## config.mk

```make
export PLATFORM = sky130hd
export DESIGN_NAME = irq_ctrl_flat
export DESIGN_NICKNAME = d
export VERILOG_FILES = /design/src/rtl/irq_ctrl_pkg.sv /design/src/rtl/irq_ctrl_if.sv /design/src/rtl/irq_ctrl_sync_edge.sv /design/src/rtl/irq_ctrl.sv /design/src/flat_wrapper.sv
export SDC_FILE = /design/constraint.sdc
export NUM_CORES = 1
export LEC_CHECK = 0
export CAP_MARGIN = 20
export CORE_ASPECT_RATIO = 0.5
export CORE_MARGIN = 4
export CORE_UTILIZATION = 44
export DETAILED_ROUTE_END_ITERATION = 8
export GPL_TIMING_DRIVEN = 0
export MAX_ROUTING_LAYER = met4
export PLACE_DENSITY_LB_ADDON = 0.25
export SLEW_MARGIN = 30
export SYNTH_ARGS = -nofsm -noshare
export SYNTH_HDL_FRONTEND = slang
export SYNTH_SLANG_ARGS = --single-unit
```

## constraint.sdc

```tcl
create_clock -name clk -period 3.2 [get_ports clk]
set_input_delay 0.32 -clock clk [delete_from_list [all_inputs] [get_ports clk]]
set_output_delay 0.32 -clock clk [all_outputs]
set_load 0.05 [all_outputs]
```

## src/rtl/irq_ctrl_pkg.sv

```systemverilog
// Shared definitions for the interrupt controller and the next-PC unit.
//   NUM_IRQ      : number of interrupt sources (fixed by the 2-bit int_num code)
//   INT_NUM_NONE : int_num value meaning "no interrupt"
//   irq_state_e  : controller state
//   npc_op_e     : next-PC select codes shared with the next-PC unit
package irq_ctrl_pkg;

    localparam int unsigned NUM_IRQ      = 3;
    localparam logic [1:0]  INT_NUM_NONE = 2'h3;

    typedef enum logic {
        IDLE,
        ISR
    } irq_state_e;

    typedef enum logic [2:0] {
        NPC_SEQ    = 3'd0,
        NPC_BRANCH = 3'd1,
        NPC_JUMP   = 3'd2,
        NPC_IRQ    = 3'd3,
        NPC_ERET   = 3'd4
    } npc_op_e;

endpackage

```

## src/rtl/irq_ctrl_if.sv

```systemverilog
// Bus between the interrupt controller (master) and the core / next-PC unit
// (slave).
//   int_en, int_mask       : status-register enables
//   safe_point, resume_pc  : decode-stage boundary information
//   eret                   : handler return retires
//   irq_take, int_num, epc : take request, winning source, saved return address
//   in_service, pending    : status readback
interface irq_ctrl_if;
    import irq_ctrl_pkg::*;

    logic                int_en;
    logic [NUM_IRQ-1:0]  int_mask;
    logic                safe_point;
    logic [31:0]         resume_pc;
    logic                eret;
    logic                irq_take;
    logic [1:0]          int_num;
    logic [31:0]         epc;
    logic                in_service;
    logic [NUM_IRQ-1:0]  pending;

    modport master (
        input  int_en, int_mask, safe_point, resume_pc, eret,
        output irq_take, int_num, epc, in_service, pending
    );

    modport slave (
        output int_en, int_mask, safe_point, resume_pc, eret,
        input  irq_take, int_num, epc, in_service, pending
    );

endinterface

```

## src/rtl/irq_ctrl_sync_edge.sv

```systemverilog
// Single-bit synchroniser followed by a rising-edge detector.
//   clk, rst_n : core clock, asynchronous active-low reset
//   d          : raw asynchronous input
//   rise       : one-cycle pulse when the synchronised input goes 0 -> 1
module irq_sync_edge #(
    parameter int unsigned SYNC_STAGES = 2
) (
    input  logic clk,
    input  logic rst_n,
    input  logic d,
    output logic rise
);

    logic [SYNC_STAGES-1:0] sync_q;
    logic                   prev_q;

    always_ff @(posedge clk or negedge rst_n) begin
        if (!rst_n) begin
            sync_q <= '0;
            prev_q <= 1'b0;
        end else begin
            sync_q <= {sync_q[SYNC_STAGES-2:0], d};
            prev_q <= sync_q[SYNC_STAGES-1];
        end
    end

    assign rise = sync_q[SYNC_STAGES-1] & ~prev_q;

endmodule

```

## src/rtl/irq_ctrl.sv

```systemverilog
// Fixed-priority interrupt controller feeding the next-PC unit.
//   clk, rst_n : core clock, asynchronous active-low reset
//   irq_in     : raw interrupt lines, rising edge requests service
//   bus        : irq_ctrl_if master side (enables, boundary info, take/epc/status)
// Source 0 has the highest priority. A take is raised combinationally at a
// safe point; the handler then runs without nesting until eret retires.
module irq_ctrl
    import irq_ctrl_pkg::*;
#(
    parameter int unsigned SYNC_STAGES = 2
) (
    input  logic               clk,
    input  logic               rst_n,
    input  logic [NUM_IRQ-1:0] irq_in,
    irq_ctrl_if.master         bus
);

    logic [NUM_IRQ-1:0] irq_edge;
    logic [NUM_IRQ-1:0] pending_q;
    logic [NUM_IRQ-1:0] eligible;
    logic [NUM_IRQ-1:0] clr;
    logic [1:0]         winner;
    logic [1:0]         int_num_r;
    logic [1:0]         int_num_d;
    logic [31:0]        epc_q;
    logic               take;
    logic               in_service;
    irq_state_e         state_q;
    irq_state_e         state_d;

    for (genvar i = 0; i < NUM_IRQ; i++) begin : g_sync
        irq_sync_edge #(
            .SYNC_STAGES(SYNC_STAGES)
        ) u_sync (
            .clk  (clk),
            .rst_n(rst_n),
            .d    (irq_in[i]),
            .rise (irq_edge[i])
        );
    end

    assign eligible = pending_q & bus.int_mask;

    // Lowest-numbered eligible source wins.
    always_comb begin
        winner = INT_NUM_NONE;
        for (int unsigned i = 0; i < NUM_IRQ; i++) begin
            if (eligible[i] && winner == INT_NUM_NONE) begin
                winner = 2'(i);
            end
        end
    end

    always_comb begin
        state_d    = state_q;
        take       = 1'b0;
        int_num_d  = INT_NUM_NONE;
        in_service = 1'b0;
        case (state_q)
            IDLE: begin
                take = bus.int_en & bus.safe_point & (|eligible);
                if (take) begin
                    int_num_d = winner;
                    state_d   = ISR;
                end
            end
            ISR: begin
                in_service = 1'b1;
                int_num_d  = int_num_r;
                if (bus.eret) begin
                    state_d = IDLE;
                end
            end
            default: state_d = IDLE;
        endcase
    end

    assign clr = take ? (NUM_IRQ'(1) << winner) : '0;

    always_ff @(posedge clk or negedge rst_n) begin
        if (!rst_n) begin
            state_q   <= IDLE;
            pending_q <= '0;
            epc_q     <= '0;
            int_num_r <= INT_NUM_NONE;
        end else begin
            state_q   <= state_d;
            // Set after clear so a new edge on the source being taken survives.
            pending_q <= (pending_q & ~clr) | irq_edge;
            if (take) begin
                epc_q     <= bus.resume_pc;
                int_num_r <= winner;
            end else if (state_q == ISR && bus.eret) begin
                int_num_r <= INT_NUM_NONE;
            end
        end
    end

    assign bus.irq_take   = take;
    assign bus.int_num    = int_num_d;
    assign bus.epc        = epc_q;
    assign bus.in_service = in_service;
    assign bus.pending    = pending_q;

endmodule

```

## src/flat_wrapper.sv

```systemverilog
// flat-port wrapper written by rule: the top's interface ports become plain ports
module irq_ctrl_flat import irq_ctrl_pkg::*;
#(
    parameter int unsigned SYNC_STAGES = 2
)
  (clk, rst_n, irq_in, bus_int_en, bus_int_mask, bus_safe_point, bus_resume_pc, bus_eret, bus_irq_take, bus_int_num, bus_epc, bus_in_service, bus_pending);
  irq_ctrl_if bus_i ();
  input  logic clk;
  input  logic rst_n;
  input  logic [NUM_IRQ-1:0] irq_in;
  input wire logic [$bits(bus_i.int_en)-1:0] bus_int_en;
  input wire logic [$bits(bus_i.int_mask)-1:0] bus_int_mask;
  input wire logic [$bits(bus_i.safe_point)-1:0] bus_safe_point;
  input wire logic [$bits(bus_i.resume_pc)-1:0] bus_resume_pc;
  input wire logic [$bits(bus_i.eret)-1:0] bus_eret;
  output wire logic [$bits(bus_i.irq_take)-1:0] bus_irq_take;
  output wire logic [$bits(bus_i.int_num)-1:0] bus_int_num;
  output wire logic [$bits(bus_i.epc)-1:0] bus_epc;
  output wire logic [$bits(bus_i.in_service)-1:0] bus_in_service;
  output wire logic [$bits(bus_i.pending)-1:0] bus_pending;
  assign bus_i.int_en = bus_int_en;
  assign bus_i.int_mask = bus_int_mask;
  assign bus_i.safe_point = bus_safe_point;
  assign bus_i.resume_pc = bus_resume_pc;
  assign bus_i.eret = bus_eret;
  assign bus_irq_take = bus_i.irq_take;
  assign bus_int_num = bus_i.int_num;
  assign bus_epc = bus_i.epc;
  assign bus_in_service = bus_i.in_service;
  assign bus_pending = bus_i.pending;
  irq_ctrl #(.SYNC_STAGES(SYNC_STAGES)) u_core (.clk(clk), .rst_n(rst_n), .irq_in(irq_in), .bus(bus_i));
endmodule
```

# Word-level counts from Yosys, hierarchy flattened
# Index checks and enable logic that the tools add are counted.
dict set report word_totals {
  ff_bits 47
  input_bits 43
  output_inout_bits 39
  wordCells 44
}
dict set report classes {
  n_eq_ne 2
  shift 1
  muxes 13
  n_bitwise 13
  n_reduce_logical 5
}
# op count
set op_table {}
lappend op_table {{2-bit two-way mux} 6}
lappend op_table {{3-bit bitwise AND} 2}
lappend op_table {{1-bit bitwise AND} 5}
lappend op_table {{2-bit equality test, second input constant} 2}
lappend op_table {{1-bit two-way mux} 4}
lappend op_table {{1-bit inverter} 4}
lappend op_table {{2-bit case mux with 2 select lines} 1}
lappend op_table {{1-bit logical AND} 3}
lappend op_table {{3-bit two-way mux} 1}
lappend op_table {{3-bit inverter} 1}
lappend op_table {{3-bit bitwise OR} 1}
lappend op_table {{3-bit OR reduction} 1}
lappend op_table {{1-bit by 2-bit << shifter with 3-bit output, first input constant} 1}
lappend op_table {{1-bit case mux with 2 select lines} 1}
lappend op_table {{2-bit nonzero test} 1}

# Longest topological paths before layout
# Gate-level depths: netlist of the first run.
dict set report depth {
  depth_word 13
  mapped_depth 4
  mapped_depth_nobuf 3
}

# Cells and area by module
# From an unflattened synthesis of the first run, not the netlist that was laid out.
dict set report hier_totals {
  cells_unflattened 109
  area_unflattened_um2 1859.3
}
# module n_inst cells_each area_each_um2 seq_area_each_um2
set modules_own_cells {}
lappend modules_own_cells {irq_ctrl 1 97 1592.8 953.4}
lappend modules_own_cells {irq_sync_edge 3 4 88.8 75.1}

# Worst setup path before layout of the first run
# Ideal clock, no wire load.
dict set report synth_timing {
  kind {reg2out}
  startpoint {reg u_core.state_q}
  endpoint {out bus_int_num[0]}
  t_arrival_ps 1983
  t_required_ps 2880
  setup_slack_ps 897
  stages_incl_launch_ff 5
  cell_sequence {dfrtp_1 -> nand3b_4 -> a21oi_4 -> buf_6 -> a21oi_1}
}
dict set report synth_between {
  elab_chain_cells 2
}
# element line_no
set synth_lines {}
lappend synth_lines {{start: declaration} irq_ctrl.sv:28} ;# irq_state_e state_q;
lappend synth_lines {{start signal: assignment} irq_ctrl.sv:87} ;# state_q <= state_d;
lappend synth_lines {{1-bit inverter} irq_ctrl.sv:59} ;# case (state_q)
lappend synth_lines {{2-bit case mux with 2 select lines *} irq_ctrl.sv:59}
lappend synth_lines {{end: declaration} flat_wrapper.sv:17} ;# output wire logic [$bits(bus_i.int_num)-1:0] bus_int_num;
# Mark *: on every way between the ends. The rest lies on a longest branch, timed or not.

# Final worst setup path of the first run
dict set report layout_timing {
  startpoint {in bus_int_mask[0]}
  endpoint {out bus_int_num[0]}
}
dict set report layout_between {
  elab_chain_cells 10
  word_cells_on_any_way 12
  cone_classes {eq/ne (2); mux (5); bitwise (2); reduce/logical (3)}
}
# element line_no
set layout_lines {}
lappend layout_lines {{start: declaration} flat_wrapper.sv:12} ;# input wire logic [$bits(bus_i.int_mask)-1:0] bus_int_mask;
lappend layout_lines {{3-bit bitwise AND *} irq_ctrl.sv:42} ;# assign eligible = pending_q & bus.int_mask;
lappend layout_lines {{2-bit two-way mux} irq_ctrl.sv:48} ;# if (eligible[i] && winner == INT_NUM_NONE) begin
lappend layout_lines {{2-bit equality test} irq_ctrl.sv:48}
lappend layout_lines {{1-bit logical AND} irq_ctrl.sv:48}
lappend layout_lines {{2-bit two-way mux} irq_ctrl.sv:48}
lappend layout_lines {{2-bit equality test} irq_ctrl.sv:48}
lappend layout_lines {{1-bit logical AND} irq_ctrl.sv:48}
lappend layout_lines {{2-bit two-way mux} irq_ctrl.sv:48}
lappend layout_lines {{2-bit two-way mux *} irq_ctrl.sv:62} ;# if (take) begin
lappend layout_lines {{2-bit case mux with 2 select lines *} irq_ctrl.sv:59}
# Marks and branches as above.

==> results of run 1 <==
-- synthesized netlist by cell type (all sizes together) --
master / number
a21o: 1
a21oi: 6
a22o: 3
a22oi: 1
and3b: 1
buf: 3
dfrtp: 45
dfstp: 2
inv: 5
mux2: 32
mux2i: 1
nand2: 3
nand3: 3
nand3b: 1
nand4: 1
nor2: 1
nor2b: 1
-- registers in the layout, indices dropped and copies added, names as in the netlist --
signal                       cells
u_core.g_sync.u_sync.sync_q      6
u_core.g_sync.u_sync.prev_q      3
u_core.bus.epc                  32
u_core.bus.pending               3
u_core.int_num_r                 2
u_core.state_q                   1
-- worst min-delay path by stage --
stage | from | end | slack [ps] | cells past startpoint
after floorplan | rst_n | u_core.bus.epc[0] | 20 | 0
after global placement | u_core.g_sync[1].u_sync.sync_q[0] | u_core.g_sync[1].u_sync.sync_q[1] | 330 | 0
after detailed placement | u_core.g_sync[0].u_sync.sync_q[0] | u_core.g_sync[0].u_sync.sync_q[1] | 340 | 0
after CTS | rst_n | u_core.bus.epc[13] | 40 | 1
after global routing | rst_n | u_core.bus.epc[8] | 70 | 1
final | rst_n | u_core.bus.epc[25] | 30 | 1
-- routing by layer --
layer	vias to the layer above	GRT usage (%)	part of all wire [%]
met1	593	17.7	41
met4	0	5.52	0.91
li1	559	-	-
met5	-	-	0
met2	37	27.9	51
met3	4	4.52	6.2
-- worst max-delay path, delay by kind of cell --
family / cells / cell delay, ps
buffers and inverters: 3 / 1480
AOI/OAI and AO/OA: 3 / 530
-- cell families (layout without fill, tap and decap cells) --
| kind of cell | count (synthesis) | after routing | synth area share, % |
|---|---|---|---|
| buf+inv | 8 | 97 | 2.97 |
| compound gates | 11 | 11 | 5.45 |
| flops | 47 | 47 | 66.6 |
| simple gates | 11 | 11 | 4.03 |
| mux | 33 | 33 | 20.9 |
-- per-stage QoR --
stage	cells	cell area (µm²)
floorplan	110	1770
global placement	242	2640
detailed placement	242	2640
CTS	250	2750
global route	250	2750
finish	250	2750
-- cell type report --
type / instances / share of cell area (%)
Clock buffer: 7 / 3.51
Clock inverter: 1 / 0.273
Multi-Input combinational cell: 55 / 19.6
Timing Repair Buffer: 81 / 29.4
Tap cell: 51 / 2.32
Buffer: 3 / 1.23
Inverter: 5 / 0.684
Sequential cell: 47 / 42.9
-- power by group --
group / switching, mW / internal, mW
combinational: 0.594 / 0.363
clock: 0.188 / 0.196
sequential: 0.0709 / 0.734
==> flow_summary.toml, run 1 <==
[cells_and_area]
drive_above_1_share_pct = 21.1
n_antenna_cell = 0
syn2layout_area_growth_pct = 55.2
layout_common_cells = "80 x clkdlybuf4s50_1, 45 x dfrtp_1, 25 x mux2_2, 7 x mux2_1, 7 x clkbuf_8"
multi_input_area_um2 = 538
seq_area_um2 = 1180
layout_commonest_cell = "clkdlybuf4s50_1"
final_util_pct = 75.4
fin_nets = 241
fill_cells = 242

[clocking]
cts-resized-gates = 0
clk_pin_slew_ps = 80
cts_buffers = 5
cts_tree = "done"
cts_max_level = 2
root_buffer = "clkbuf_8"
cts_buffer_depth = 2
cts_setup_buffers = 0
clock-sinks = 47
clock_latency_ps = 290
cts-hold-fix-buffers = 0

[min_path]
hold_class = "input port to asynchronous set/reset pin"

[critical_path]
cp-end-kind = "output pin"
crit_fanout = 10
cp-endpoint = "bus_int_num[0]"
reg2reg_depth = 4
crit_top_cell = "clkdlybuf4s50_1"
r2r_start = "u_core.state_q"
reg2reg_slack_ps = 1570
critPathLaunch = "bus_int_mask[0]"
critical_path_class = "input port to output pin"
r2r-end = "u_core.bus.epc[24]"
cp_slowest_cell = "clkdlybuf4s50_1"
slowest_delay_ps = 820
worstSetupStartpointType = "input port"
cp.required_ps = 2880
path_cells = "clkdlybuf4s50_1, a22oi_4, a21oi_4, buf_6, a21oi_1, clkdlybuf4s50_1"
worstPathArrival_ps = 2340

[placed_design]
io_buffer_count = 81
place_ws_ps = 538
hpwl_mm = 2.84
place_congestion = 0.711

[logic_synthesis]
postSynthAreaPerCell_um2 = 16.1
yosysSeqAreaShare_pct = 66.6
syn_area_um2 = 1770
synth_area_leaders = "dfrtp_1 64%, mux2_2 16%, mux2_1 4.5%"
syn_nets = 153
netlist.area_leader.share_pct = 63.6
yosys_warnings = 0
synth_seq_cells = 47
netlist_instances = 110
synth_top_area_cell = "dfrtp_1"
ys_types = 19

[routing]
firstDrtPassIters = 4
vias = 1193
wl_per_cell_um = 14.9
drc = 0
via_per_inst = 4.77
drt_iter0_markers = 27
ant_nets = 0
wl_mm = 3.72

[timing]
finalSetupViolations = 0
tightest_slew_ps = 572
hold_violations = 0
rsz0062_at_grt = "false"
slew_viol_final = 0
setup_ws_ps = 535
max_freq_mhz = 375
period_share_pct = 83.3
finalSetupTns_ps = 0
holdWs_ps = 26.2
clock-skew-final_ps = 2.52
finalCriticalPeriod_ps = 2660
slew-limit-headroom_pct = 61.9

[floorplanning]
die-area_um2 = 5160
io_pins = 82
die_y_um = 52.8
row_count = 15
initial_core_util_pct = 48.6
die_w_um = 97.7
core_area_um2 = 3640

[global_route]
grt_usage_pct = 15.8
grt_max_degree = 48
grt_pass1_vias = 1275
grt_pass1_wl_mm = 6.08
antenna_found_initial = 0
gr-total-overflow = 0

[power]
leakagePower_nw = 1.16
vdd_drop_max_uv = 386
p_total_mw = 2.15
power_density_nw_per_um2 = 782

[run]
max_cap_viol_count = 0

[outcome]
status = "finished, final reports clean"
Note: power is estimated with default switching activity, not from simulation.
==> inputs of run 2 (changes only) <==
--- a/config.mk
+++ b/config.mk
@@ -8,7 +8,7 @@
 export CAP_MARGIN = 20
 export CORE_ASPECT_RATIO = 0.5
 export CORE_MARGIN = 4
-export CORE_UTILIZATION = 44
+export CORE_UTILIZATION = 37
 export DETAILED_ROUTE_END_ITERATION = 8
 export GPL_TIMING_DRIVEN = 0
 export MAX_ROUTING_LAYER = met4
==> constraint.sdc (replaced) <==
create_clock -name clk -period 2.1 [get_ports clk]
set_input_delay 0.21 -clock clk [delete_from_list [all_inputs] [get_ports clk]]
set_output_delay 0.21 -clock clk [all_outputs]
set_load 0.05 [all_outputs]
==> run 2 against run 1 <==
Core utilization decreased by 14 points. Cell count grew 6.8%. Global-route usage is 2.0 points lower. Critical path type is now flip-flop to output pin. Critical endpoint is now bus_irq_take. Largest cell class unchanged. Largest power group unchanged. Highest routed layer unchanged.
==> flow_summary.toml, run 2 (synthesis gave the netlist of run 1 again) <==
[outcome]
status = "finished, final reports clean"

[critical_path]
cp_slowest_cell = "clkdlybuf4s15_1"
crit_fanout = 10
cp-end-kind = "output pin"
slowest_delay_ps = 500
worstPathArrival_ps = 1780
critPathTopFamily = "buffers and inverters"
critical_path_class = "flip-flop to output pin"
worst-path-buf-inv = 2
r2r-end = "u_core.bus.epc[21]"
reg2reg_depth = 5
cp.required_ps = 1890
reg2reg_slack_ps = 460
r2r_start = "u_core.state_q"
worstSetupStartpointType = "flip-flop"
path_cells = "nand3b_4, a21oi_4, buf_6, clkdlybuf4s15_1"

[floorplanning]
initial_core_util_pct = 39.2
io_pins = 82
core_area_um2 = 4510
die_w_um = 106
die_y_um = 56.9
row_count = 17
die-area_um2 = 6020

[timing]
slew_viol_final = 0
period_share_pct = 94.9
max_freq_mhz = 502
hold_violations = 0
holdWs_ps = 348
finalCriticalPeriod_ps = 1990
slew-limit-headroom_pct = 61.1
finalSetupTns_ps = 0
rsz0062_at_grt = "false"
tightest_slew_ps = 584
clock-skew-final_ps = 5.78
finalSetupViolations = 0

[routing]
ant_nets = 0
wl_mm = 3.66
wl_per_cell_um = 13.7
via_per_inst = 4.52
drt_iter0_markers = 14
drc = 0
vias = 1207
firstDrtPassIters = 4

[cells_and_area]
drive_above_1_share_pct = 21.4
n_antenna_cell = 0
largest_reg_flops = 32
layout_commonest_cell = "clkdlybuf4s50_1"
seq_area_um2 = 1180
syn2layout_area_growth_pct = 55.8
fill_cells = 373
layout_common_cells = "77 x clkdlybuf4s50_1, 45 x dfrtp_1, 25 x mux2_2, 7 x mux2_1"
multi_input_area_um2 = 542
final_util_pct = 61.1
fin_nets = 243

[global_route]
grt_usage_pct = 13.8
grt_max_degree = 48
grt_pass1_wl_mm = 6.27
gr-total-overflow = 0
grt_pass1_vias = 1350
antenna_found_initial = 0

[clocking]
clock-sinks = 47
clk_pin_slew_ps = 80
clock_latency_ps = 290
cts_tree = "done"
cts_max_level = 2
root_buffer = "clkbuf_8"
cts_buffer_depth = 2
cts_buffers = 5

[min_path]
hold_class = "input port to flip-flop"
min-delay-start = "irq_in[0]"
holdPathStages = 1
min_to = "u_core.g_sync[0].u_sync.sync_q[0]"

[power]
vdd_drop_max_uv = 630
leakagePower_nw = 1.17
p_total_mw = 3.20
power_density_nw_per_um2 = 1160

[placed_design]
hpwl_mm = 2.71
io_buffer_count = 81
place_congestion = 0.678

[run]
max_cap_viol_count = 0
==> run 2: cell count changes in the layout (fill, tap and decap cells not counted), sizes merged <==
| cell | delta |
|---|---|
| clkdlybuf4s50 | -3 |
| dlygate4sd3 | +1 |
| clkinvlp | -1 |
| clkdlybuf4s15 | +1 |
| dlygate4sd2 | +1 |
| buf | +1 |
| clkbuf | +1 |
| clkinv | +1 |
==> run 2: layer usage <==
layer / global-route usage (%) / vias up / wire length (µm)
li1: - / 563 / -
met1: 14.9 / 597 / 1490
met2: 23.6 / 39 / 1850
met3: 4.59 / 8 / 240
met4: 6.09 / 0 / 74
met5: - / - / 0
==> run 2: layout make-up <==
cell class	instances	area share [%]
flip-flops and latches	47	42.8
repair buffers	83	29.7
multi-input cells	55	19.7
well taps	66	3.00
clock buffers	7	2.77
plain buffers	3	1.23
inverters	5	0.681
clock inverters	1	0.182
==> run 2: worst max-delay path by stage <==
stage,startpoint,depth (start not counted),slack [ps],to
after global placement,rst_n,1,-470,u_core.bus.epc[0]
final,u_core.state_q,4,110,bus_irq_take
after CTS,u_core.bus.pending[0],5,9,bus_int_num[0]
after global routing,u_core.bus.pending[0],4,4,bus_int_num[1]
after floorplan,u_core.state_q,3,120,bus_int_num[1]
after detailed placement,bus_int_mask[0],5,-370,bus_irq_take
==> run 2: power breakdown <==
part	leakage [nW]	switching [mW]	internal (mW)
Sequential	0.545	0.105	1.12
Combinational	0.579	0.904	0.550
Clock	0.0422	0.285	0.234
==> run 2: stage by stage <==
stage                     instances  setup slack, ps  area, µm²
after floorplan                 110              118       1770
after global placement          257             -469       2670
after detailed placement        257             -368       2660
after CTS                       267             8.60       2760
after global routing            267             4.27       2760
final                           267              108       2760
==> run 2: worst reg2reg max path, stage by stage (launching register included) <==
cell and delay, ps:
dfrtp_1 470, nand3b_4 210, a21oi_4 140, buf_4 200, buf_6 170, mux2_2 340
==> run 2: repair_timing <==
item                                    in CTS  in global routing
resized for setup                            4                  2
endpoints found under the hold margin       45                  0
endpoints found under the setup margin       3                  1
setup buffers                                1                  0
hold buffers                                 1                  0
